==> src/rtl/matrix_print_formatter.sv <==
// matrix_print_formatter: turns a stream of matrix commands (element,
// end-row, end-matrix) into ASCII bytes. Elements are converted by a
// 32-cycle shift/add-3 pass and printed right-aligned in FIELD_WIDTH columns.
// Optional build macro MATRIX_FMT_SIGNED_EN: elements are two's complement,
// the magnitude is converted and a '-' precedes the digits of negative values.
module matrix_print_formatter #(
  parameter int unsigned FIELD_WIDTH = 8
) (
  input  logic        clk,
  input  logic        resetn,
  input  logic        in_valid,
  output logic        in_ready,
  input  logic [1:0]  in_kind,
  input  logic [31:0] in_data,
  output logic        out_valid,
  input  logic        out_ready,
  output logic [7:0]  out_byte,
  output logic        busy
);

  typedef enum logic [2:0] {
    IDLE,
    CONVERT,
    EMIT_NUM,
    EMIT_ROW,
    EMIT_END
  } state_t;

  localparam logic [3:0] FW = 4'(FIELD_WIDTH);

  state_t      state_q;
  logic [31:0] data_q;
  logic [39:0] bcd_q;
  logic [39:0] bcd_d;
  logic [4:0]  cnt_q;
  logic [3:0]  idx_q;
  logic [3:0]  len_q;
  logic [3:0]  len_d;
  logic        neg_q;
  logic [7:0]  out_byte_q;
  logic        out_valid_q;
  logic        in_ready_q;

  // One double-dabble step: add 3 to every digit >= 5, then shift in a bit.
  function automatic logic [39:0] bcd_step(input logic [39:0] bcd, input logic b);
    logic [39:0] adj;
    logic [3:0]  dig;
    adj = '0;
    for (int unsigned i = 0; i < 10; i++) begin
      dig = bcd[4*i +: 4];
      if (dig >= 4'd5) dig = dig + 4'd3;
      adj[4*i +: 4] = dig;
    end
    return (adj << 1) | {39'd0, b};
  endfunction

  // Number of significant decimal digits; zero still prints one digit.
  function automatic logic [3:0] digit_len(input logic [39:0] bcd);
    logic [3:0] len;
    len = 4'd1;
    for (int unsigned i = 1; i < 10; i++) begin
      if (bcd[4*i +: 4] != 4'd0) len = 4'(i + 1);
    end
    return len;
  endfunction

  // Printed width of an element: sign and digits, padded up to FIELD_WIDTH.
  function automatic logic [3:0] total_len(input logic [3:0] len, input logic neg);
    logic [3:0] body;
    body = len + {3'd0, neg};
    return (FW > body) ? FW : body;
  endfunction

  // Character at position idx of a formatted element (pad, sign, digits).
  function automatic logic [7:0] num_byte(input logic [3:0] idx, input logic [39:0] bcd,
                                          input logic [3:0] len, input logic neg);
    logic [3:0] body;
    logic [3:0] pad;
    logic [3:0] pos;
    logic [3:0] d;
    logic [3:0] dig;
    body = len + {3'd0, neg};
    pad  = (FW > body) ? (FW - body) : 4'd0;
    pos  = idx - pad - {3'd0, neg};
    d    = len - 4'd1 - pos;
    dig  = 4'd0;
    for (int unsigned i = 0; i < 10; i++) begin
      if (d == 4'(i)) dig = bcd[4*i +: 4];
    end
    if (idx < pad) return 8'h20;
    else if (neg && (idx == pad)) return 8'h2D;
    else return {4'h3, dig};
  endfunction

  // End-of-row sequence " ; \n".
  function automatic logic [7:0] row_byte(input logic [3:0] idx);
    case (idx)
      4'd0:    return 8'h20;
      4'd1:    return 8'h3B;
      4'd2:    return 8'h20;
      default: return 8'h0A;
    endcase
  endfunction

  // Next BCD value and its length, so the first character can be registered
  // on the same edge as the final conversion step.
  always_comb begin
    bcd_d = bcd_step(bcd_q, data_q[31]);
    len_d = digit_len(bcd_d);
  end

  // Command FSM with registered handshake and byte outputs.
  always_ff @(posedge clk) begin
    if (!resetn) begin
      state_q     <= IDLE;
      data_q      <= '0;
      bcd_q       <= '0;
      cnt_q       <= '0;
      idx_q       <= '0;
      len_q       <= '0;
      neg_q       <= 1'b0;
      out_byte_q  <= '0;
      out_valid_q <= 1'b0;
      in_ready_q  <= 1'b0;
    end else begin
      case (state_q)
        IDLE: begin
          in_ready_q <= 1'b1;
          if (in_ready_q && in_valid) begin
            case (in_kind)
              2'd0: begin
`ifdef MATRIX_FMT_SIGNED_EN
                data_q <= in_data[31] ? (~in_data + 32'd1) : in_data;
                neg_q  <= in_data[31];
`else
                data_q <= in_data;
                neg_q  <= 1'b0;
`endif
                bcd_q      <= '0;
                cnt_q      <= '0;
                idx_q      <= '0;
                in_ready_q <= 1'b0;
                state_q    <= CONVERT;
              end
              2'd1: begin
                idx_q       <= '0;
                out_byte_q  <= row_byte(4'd0);
                out_valid_q <= 1'b1;
                in_ready_q  <= 1'b0;
                state_q     <= EMIT_ROW;
              end
              2'd2: begin
                out_byte_q  <= 8'h0A;
                out_valid_q <= 1'b1;
                in_ready_q  <= 1'b0;
                state_q     <= EMIT_END;
              end
              default: ; // reserved kind: consumed with no output
            endcase
          end
        end
        CONVERT: begin
          bcd_q  <= bcd_d;
          data_q <= {data_q[30:0], 1'b0};
          cnt_q  <= cnt_q + 5'd1;
          if (cnt_q == 5'd31) begin
            len_q       <= len_d;
            idx_q       <= '0;
            out_byte_q  <= num_byte(4'd0, bcd_d, len_d, neg_q);
            out_valid_q <= 1'b1;
            state_q     <= EMIT_NUM;
          end
        end
        EMIT_NUM: begin
          if (out_ready) begin
            if (idx_q == total_len(len_q, neg_q) - 4'd1) begin
              out_valid_q <= 1'b0;
              in_ready_q  <= 1'b1;
              state_q     <= IDLE;
            end else begin
              idx_q      <= idx_q + 4'd1;
              out_byte_q <= num_byte(idx_q + 4'd1, bcd_q, len_q, neg_q);
            end
          end
        end
        EMIT_ROW: begin
          if (out_ready) begin
            if (idx_q == 4'd3) begin
              out_valid_q <= 1'b0;
              in_ready_q  <= 1'b1;
              state_q     <= IDLE;
            end else begin
              idx_q      <= idx_q + 4'd1;
              out_byte_q <= row_byte(idx_q + 4'd1);
            end
          end
        end
        EMIT_END: begin
          if (out_ready) begin
            out_valid_q <= 1'b0;
            in_ready_q  <= 1'b1;
            state_q     <= IDLE;
          end
        end
        default: state_q <= IDLE;
      endcase
    end
  end

  assign in_ready  = in_ready_q;
  assign out_valid = out_valid_q;
  assign out_byte  = out_byte_q;
  assign busy      = (state_q != IDLE);

endmodule

==> config.mk <==
export PLATFORM = sky130hd
export DESIGN_NAME = matrix_print_formatter
export DESIGN_NICKNAME = d
export VERILOG_FILES = /design/src/rtl/matrix_print_formatter.sv
export SDC_FILE = /design/constraint.sdc
export NUM_CORES = 1
export LEC_CHECK = 0
export BUFFER_PORTS_ARGS = -buffer_cell sky130_fd_sc_hd__buf_2
export CORE_MARGIN = 1
export CORE_UTILIZATION = 60
export CTS_CLUSTER_DIAMETER = 60
export DETAILED_ROUTE_END_ITERATION = 6
export PLACE_DENSITY_LB_ADDON = 0.2
export SKIP_LAST_GASP = 1
export SYNTH_ARGS = -nofsm -noshare
export SYNTH_HDL_FRONTEND = slang
export SYNTH_SLANG_ARGS = --single-unit
==> constraint.sdc <==
create_clock -name clk -period 8.4 [get_ports clk]
set_clock_uncertainty 0.2 [all_clocks]
set_input_delay 0.84 -clock clk [delete_from_list [all_inputs] [get_ports clk]]
set_output_delay 0.84 -clock clk [all_outputs]
set_load 0.05 [all_outputs]
==> flow_metrics.py, run 1 <==
metrics = {
    "run_status": {
        "outcome": "finished clean",
    },
    "timing": {
        "final.min_clock_period_ns": 6.52,
        "worst_pin_slew_ns": 1.15,
        "slew-limit-headroom_pct": 23.6,
        "setup_violations": 0,
        "finalSetupTns_ns": 0,
        "hold_viol_final": 0,
        "period_share_pct": 77.6,
        "timing.hold.ws_ns": 0.259,
        "rsz0062_at_grt": "false",
        "fmax_mhz": 153,
        "setup_ws_ns": 1.88,
        "final-max-slew-violation-count": 0,
    },
    "grt": {
        "grt_overflow": 0,
        "track_usage_pct": 31.7,
        "grt_max_degree": 87,
        "grt_pass1_vias": 6404,
        "antenna_found_initial": 0,
        "grt_pass1_wl_um": 31900,
    },
    "yosys": {
        "synth_seq_area_share_pct": 27.1,
        "ys_types": 84,
        "synth_edf_count": 0,
        "synthesis.area_per_instance_um2": 7.53,
        "ys_seq_elements": 96,
        "ys.warnings.count": 0,
        "synth_cells": 942,
        "netlist_area_um2": 7100,
        "synthFlopType": "dfxtp_1",
        "async_flop_share_pct": 0,
    },
    "power": {
        "power.density_nw_per_um2": 135,
        "seq_power_share_pct": 47.9,
        "p_int_uw": 724,
        "p_switching_uw": 301,
        "total_leakage_power_nw": 2.98,
        "peakVddDrop_mv": 0.136,
        "power_frac_comb_pct": 13.5,
        "pwr-share-clk_pct": 38.5,
        "switching_share_pct": 29.4,
    },
    "clock_tree": {
        "path_clk_slew_ns": 0.07,
        "cts_sinks": 96,
        "root_buffer": "clkbuf_16",
        "post-cts-setup-buffers": 0,
        "cts.htree.levels": 3,
        "ctsResizeCount": 0,
        "cts_tree": "yes",
        "holdBufCountCts": 0,
        "cts_made_buffers": 9,
        "cts_buffer_depth": 2,
        "clock_latency_ns": 0.36,
    },
    "final_layout": {
        "drive_gt1_share_pct": 10.4,
        "diodes": 0,
        "area_growth_pct": 7.27,
        "finalNetCount": 1035,
        "stdcell_count": 1099,
    },
    "die": {
        "fp.coreArea_um2": 11500,
        "initial_core_util_pct": 61.9,
        "dieHeight_um": 111,
        "rows": 39,
        "die_w_um": 111,
        "ios": 49,
        "dieArea_um2": 12300,
    },
    "drt": {
        "drc": 0,
        "drt_first_pass_iters": 6,
        "ant_nets": 0,
        "wire_per_inst_um": 17.3,
        "vias": 6936,
        "vias_per_cell": 6.31,
        "drtIter0Drc": 855,
        "wl_um": 19000,
    },
    "setup_path": {
        "slowest_delay_ns": 0.58,
        "cp-end-kind": "flop",
        "crit_buf_inv": 3,
        "cp_top_family": "compound AO/OA/AOI/OAI gates",
        "path_max_fanout": 16,
        "critical_path_class": "flop to flop",
        "worstPathCellList": "inv_1, ha_1, nand2b_1, a21oi_1, mux2i_1, or4_1, a211oi_1, o21ai_0, a21oi_1, inv_1, ha_1, xor2_1, nand2b_1, ha_1, fa_1, xor2_1, buf_4, nand4_1, or4_4, a21oi_4, a21oi_1, o41ai_1, a21o_1, o211a_1",
        "worst_path_max_delay_cell": "or4_1",
        "arrival_ns": 6.62,
        "cp-start-kind": "flop",
        "critical_path_required_ns": 8.50,
    },
    "placed_design": {
        "place_congestion": 0.996,
        "numPortBuffers": 46,
        "place_hpwl_um": 13400,
        "place_inst": 1083,
        "place_ws_ns": 2.20,
    },
    "min_path": {
        "min_path_type": "flop to flop",
    },
    "flow_run": {
        "cap_violations": 0,
    },
}
-- synth_stat cells, drive strengths merged, types with 18 or more instances --
library cell | n | share of area, %
nor3 | 20 | 1.4
nand2b | 24 | 2.1
inv | 46 | 2.4
a21oi | 58 | 4.3
ha | 41 | 7.2
clkbuf | 39 | 2.1
nand3 | 24 | 1.7
a311oi | 31 | 3.8
a22oi | 33 | 3.5
o21ai | 54 | 3.9
nand2 | 134 | 7.1
buf | 18 | 1.3
dfxtp | 96 | 27
nor2 | 125 | 6.6
mux2i | 19 | 2.9
-- cell type report --
| class | count | area [um^2] |
|---|---|---|
| Tap cell | 143 | 179 |
| Fill cell | 1032 | 3860 |
| Multi-Input combinational cell | 744 | 4770 |
| Clock inverter | 5 | 41.3 |
| Inverter | 46 | 173 |
| Sequential cell | 96 | 1920 |
| Timing Repair Buffer | 54 | 290 |
| Clock buffer | 11 | 233 |
-- cell families (layout without fill, tap and decap cells) --
logic type | Yosys count | after routing | share of synthesized area (%)
compound gates | 249 | 249 | 24.3
xor+xnor | 23 | 23 | 3.03
fa+ha+maj | 46 | 46 | 8.64
buf+inv | 103 | 116 | 5.78
flops | 96 | 96 | 27.1
mux | 29 | 29 | 5.61
other cells | 1 | 2 | 0.0528
simple gates | 395 | 395 | 25.5
-- metal layers --
metal | track usage [%] | vias to the layer above | share of wire, %
li1 | - | 3401 | -
met1 | 42.6 | 3194 | 46
met2 | 48.9 | 287 | 43
met3 | 7.49 | 54 | 7.5
met4 | 12.5 | 0 | 3.2
met5 | 0 | - | 0
-- metrics by stage --
step	total power, mW	utilization [%]	area (um^2)
floorplan	0.603	-	7100
global placement	0.638	64.0	7340
detailed placement	0.639	64.0	7340
CTS	1.03	66.4	7610
global route	1.07	66.4	7610
finish	1.03	66.4	7610
-- cell usage in the layout (no fill, tap or decap), types with 24 or more instances in the layout --
| master | n |
|---|---|
| inv_1 | 44 |
| dfxtp_1 | 96 |
| a311oi_1 | 31 |
| ha_1 | 41 |
| a21oi_1 | 56 |
| a22oi_1 | 33 |
| o21ai_0 | 49 |
| nand2b_1 | 24 |
| nor2_1 | 125 |
| nand2_1 | 134 |
| nand3_1 | 24 |
| buf_2 | 46 |
-- power by group through the flow --
stage	clock (mW)	combinational, mW	sequential, mW
after floorplan	0	0.0996	0.504
after global placement	0	0.137	0.501
after detailed placement	0	0.137	0.501
after CTS	0.401	0.138	0.491
after global routing	0.420	0.156	0.494
final	0.395	0.138	0.492
-- sequential cells by signal, summed over array words and instances (netlist names) --
name / flops
cnt_q: 5
out_byte: 6
out_valid: 1
data_q: 32
idx_q: 4
len_q: 4
bcd_q: 40
state_q: 3
in_ready: 1
-- final timing paths --
kind | slack [ns] | depth (start not counted) | endpoint | start
worst max-delay path | 1.88 | 24 | out_byte[1]$_SDFFE_PN0P_ | bcd_q[21]$_SDFFE_PN0P_
worst min-delay path | 0.26 | 1 | cnt_q[3]$_SDFFE_PN0P_ | cnt_q[3]$_SDFFE_PN0P_
worst max register to register | 1.88 | 24 | out_byte[1]$_SDFFE_PN0P_ | bcd_q[21]$_SDFFE_PN0P_
worst min register to register | 0.26 | 1 | cnt_q[3]$_SDFFE_PN0P_ | cnt_q[3]$_SDFFE_PN0P_
-- worst register-to-register path: stages, from the launching register on --
cell and delay [ns]:
dfxtp_1 0.37, inv_1 0.09, ha_1 0.18, nand2b_1 0.18, a21oi_1 0.34, mux2i_1 0.21
or4_1 0.58, a211oi_1 0.29, o21ai_0 0.14, a21oi_1 0.32, inv_1 0.09, ha_1 0.22
xor2_1 0.16, nand2b_1 0.16, ha_1 0.33, fa_1 0.47, xor2_1 0.16, buf_4 0.25
nand4_1 0.12, or4_4 0.44, a21oi_4 0.23, a21oi_1 0.13, o41ai_1 0.49, a21o_1 0.19
o211a_1 0.15
No activity file was read; power rests on OpenSTA's default activity.
==> run 2: changes to the inputs <==
--- a/config.mk
+++ b/config.mk
@@ -7,7 +7,7 @@
 export LEC_CHECK = 0
 export BUFFER_PORTS_ARGS = -buffer_cell sky130_fd_sc_hd__buf_2
 export CORE_MARGIN = 1
-export CORE_UTILIZATION = 60
+export CORE_UTILIZATION = 56
 export CTS_CLUSTER_DIAMETER = 60
 export DETAILED_ROUTE_END_ITERATION = 6
 export PLACE_DENSITY_LB_ADDON = 0.2
==> constraint.sdc (replaced) <==
create_clock -name clk -period 5.9 [get_ports clk]
set_clock_uncertainty 0.2 [all_clocks]
set_input_delay 0.59 -clock clk [delete_from_list [all_inputs] [get_ports clk]]
set_output_delay 0.59 -clock clk [all_outputs]
set_load 0.05 [all_outputs]
==> run 2 against run 1 <==
Effect of this change: sequential share of layout area decreased by 1.1 points; core utilization shrank 0.97 points; cell area is 4.5% higher; cell count increased by 5.1%; sequential cell count unchanged; non-clock buffer count increased by 31; clock power increased by 50%.
==> flow_metrics.py, run 2 (synthesized netlist as in run 1, its figures left out) <==
metrics = {
    "clock_tree": {
        "cts.htree.levels": 3,
        "cts_tree": "yes",
        "clock_latency_ns": 0.36,
        "path_clk_slew_ns": 0.07,
        "cts_sinks": 96,
        "root_buffer": "clkbuf_16",
        "holdBufCountCts": 0,
        "cts_buffer_depth": 2,
        "cts_made_buffers": 9,
    },
    "min_path": {
        "hold_path_depth": 2,
        "min_path_type": "flop to flop",
        "min_from": "data_q[0]$_SDFFE_PN0P_",
        "hold_path_end": "data_q[0]$_SDFFE_PN0P_",
    },
    "grt": {
        "antenna_found_initial": 0,
        "grt_pass1_vias": 6339,
        "grt_max_degree": 67,
        "grt_pass1_wl_um": 32200,
        "track_usage_pct": 31.2,
        "grt_overflow": 0,
    },
    "final_layout": {
        "stdcell_count": 1155,
        "final_util_pct": 65.4,
        "multi_input_area_um2": 4810,
        "drive_gt1_share_pct": 14.5,
        "diodes": 0,
        "largest_register_ffs": 40,
        "final_cell_mix": "nand2_1, nor2_1, dfxtp_1, a21oi_1, o21ai_0",
        "finalNetCount": 1066,
        "top_register": "bcd_q",
        "final_common_cell": "nand2_1",
        "area_growth_pct": 12.1,
        "fillCellCount": 1087,
        "final_area_um2": 7950,
        "seqCellArea_um2": 1920,
    },
    "drt": {
        "drc": 0,
        "drt_first_pass_iters": 5,
        "ant_nets": 0,
        "drtIter0Drc": 542,
        "highest_layer": "met4",
        "wl_met2_um": 8620,
        "met3_length_um": 1400,
        "vias_per_cell": 6.09,
        "vias": 7034,
        "wire_per_inst_um": 17.1,
        "wl_met1_um": 9120,
        "wl_um": 19800,
    },
    "timing": {
        "setup_ws_ns": 0.251,
        "final-max-slew-violation-count": 0,
        "slew-limit-headroom_pct": 25.3,
        "hold_viol_final": 0,
        "finalSetupTns_ns": 0,
        "final.min_clock_period_ns": 5.65,
        "rsz0062_at_grt": "false",
        "timing.hold.ws_ns": 0.253,
        "setup_violations": 0,
        "worst_pin_slew_ns": 1.12,
        "fmax_mhz": 177,
        "period_share_pct": 95.7,
    },
    "die": {
        "dieHeight_um": 115,
        "dieArea_um2": 13100,
        "fp.coreArea_um2": 12200,
        "initial_core_util_pct": 58.3,
        "die_w_um": 115,
        "ios": 49,
        "rows": 40,
    },
    "placed_design": {
        "place_inst": 1138,
        "place_hpwl_um": 14300,
        "place_congestion": 0.974,
        "dpl-instance-area_um2": 7610,
        "place_ws_ns": 0.133,
        "numPortBuffers": 46,
    },
    "setup_path": {
        "path_max_fanout": 6,
        "cp-end-kind": "flop",
        "slowest_delay_ns": 0.54,
        "critical_path.most_common_cell": "ha_1",
        "r2r_end": "out_byte[0]$_SDFFE_PN0P_",
        "cp_top_family": "compound AO/OA/AOI/OAI gates",
        "critical_path_required_ns": 5.96,
        "r2r-start": "bcd_q[13]$_SDFFE_PN0P_",
        "worstPathCellList": "inv_1, ha_1, nand2b_1, a21oi_2, mux2i_1, or4_1, a211oi_2, o21ai_0, a21oi_1, inv_1, ha_1, xor2_1, nand2b_1, ha_1, fa_2, xor2_2, nand4_1, or4_4, a21oi_4, a32o_1, a211oi_1, o211a_1, a2111oi_2",
        "critical_path_class": "flop to flop",
        "arrival_ns": 5.71,
        "cp-start-kind": "flop",
        "timing.reg2reg.setup_slack_ns": 0.25,
        "rr_worst_depth": 23,
        "crit_buf_inv": 2,
        "worst_path_max_delay_cell": "or4_1",
        "cp.depth": 23,
    },
    "flow_run": {
        "cap_violations": 0,
    },
    "power": {
        "total_leakage_power_nw": 3.17,
        "power.density_nw_per_um2": 187,
        "peakVddDrop_mv": 0.201,
        "fin_total_pwr_mw": 1.49,
    },
    "run_status": {
        "outcome": "finished clean",
    },
}
==> run 2: cell type report <==
cell class | instances | area share, %
timing repair buffer | 85 | 6.73
inverter | 46 | 2.17
clock inverter | 5 | 0.551
clock buffer | 11 | 3.18
multi-input combinational | 744 | 60.5
sequential | 96 | 24.2
tap | 168 | 2.64
==> run 2: worst reg2reg max path, stage by stage, from the launching register on <==
cell and delay [ns]:
dfxtp_1 0.37, inv_1 0.09, ha_1 0.17, nand2b_1 0.16, a21oi_2 0.21, mux2i_1 0.12, or4_1 0.54, a211oi_2 0.25
o21ai_0 0.13, a21oi_1 0.19, inv_1 0.06, ha_1 0.20, xor2_1 0.17, nand2b_1 0.16, ha_1 0.32, fa_2 0.43
xor2_2 0.19, nand4_1 0.11, or4_4 0.45, a21oi_4 0.23, a32o_1 0.17, a211oi_1 0.05, o211a_1 0.25, a2111oi_2 0.32
==> run 2: worst max-delay path by stage <==
stage / start / to / slack [ns]
global placement: bcd_q[21]$_SDFFE_PN0P_ / out_byte[0]$_SDFFE_PN0P_ / 0.25
CTS: bcd_q[21]$_SDFFE_PN0P_ / out_byte[0]$_SDFFE_PN0P_ / 0.10
floorplan: bcd_q[21]$_SDFFE_PN0P_ / out_byte[0]$_SDFFE_PN0P_ / 0.27
finish: bcd_q[13]$_SDFFE_PN0P_ / out_byte[0]$_SDFFE_PN0P_ / 0.25
global route: bcd_q[21]$_SDFFE_PN0P_ / out_byte[0]$_SDFFE_PN0P_ / 0.01
detailed placement: bcd_q[21]$_SDFFE_PN0P_ / out_byte[0]$_SDFFE_PN0P_ / 0.13
==> run 2: power by group <==
part           internal, mW  total, mW  switching (mW)
clock                 0.316      0.593           0.277
sequential            0.679      0.698          0.0199
combinational        0.0618      0.197           0.135
total                  1.06       1.49           0.432
==> run 2: timing repair <==
item | CTS | global route
buffers inserted | 0 | 1
gates resized for setup | 0 | 11
endpoints found under the setup margin | 0 | 4
==> run 2: per-layer routing <==
metal | vias to the layer above | GRT usage [%]
met1 | 3268 | 42.6
met5 | - | 0
met2 | 263 | 47.2
met4 | 0 | 14.1
li1 | 3454 | -
met3 | 49 | 6.46
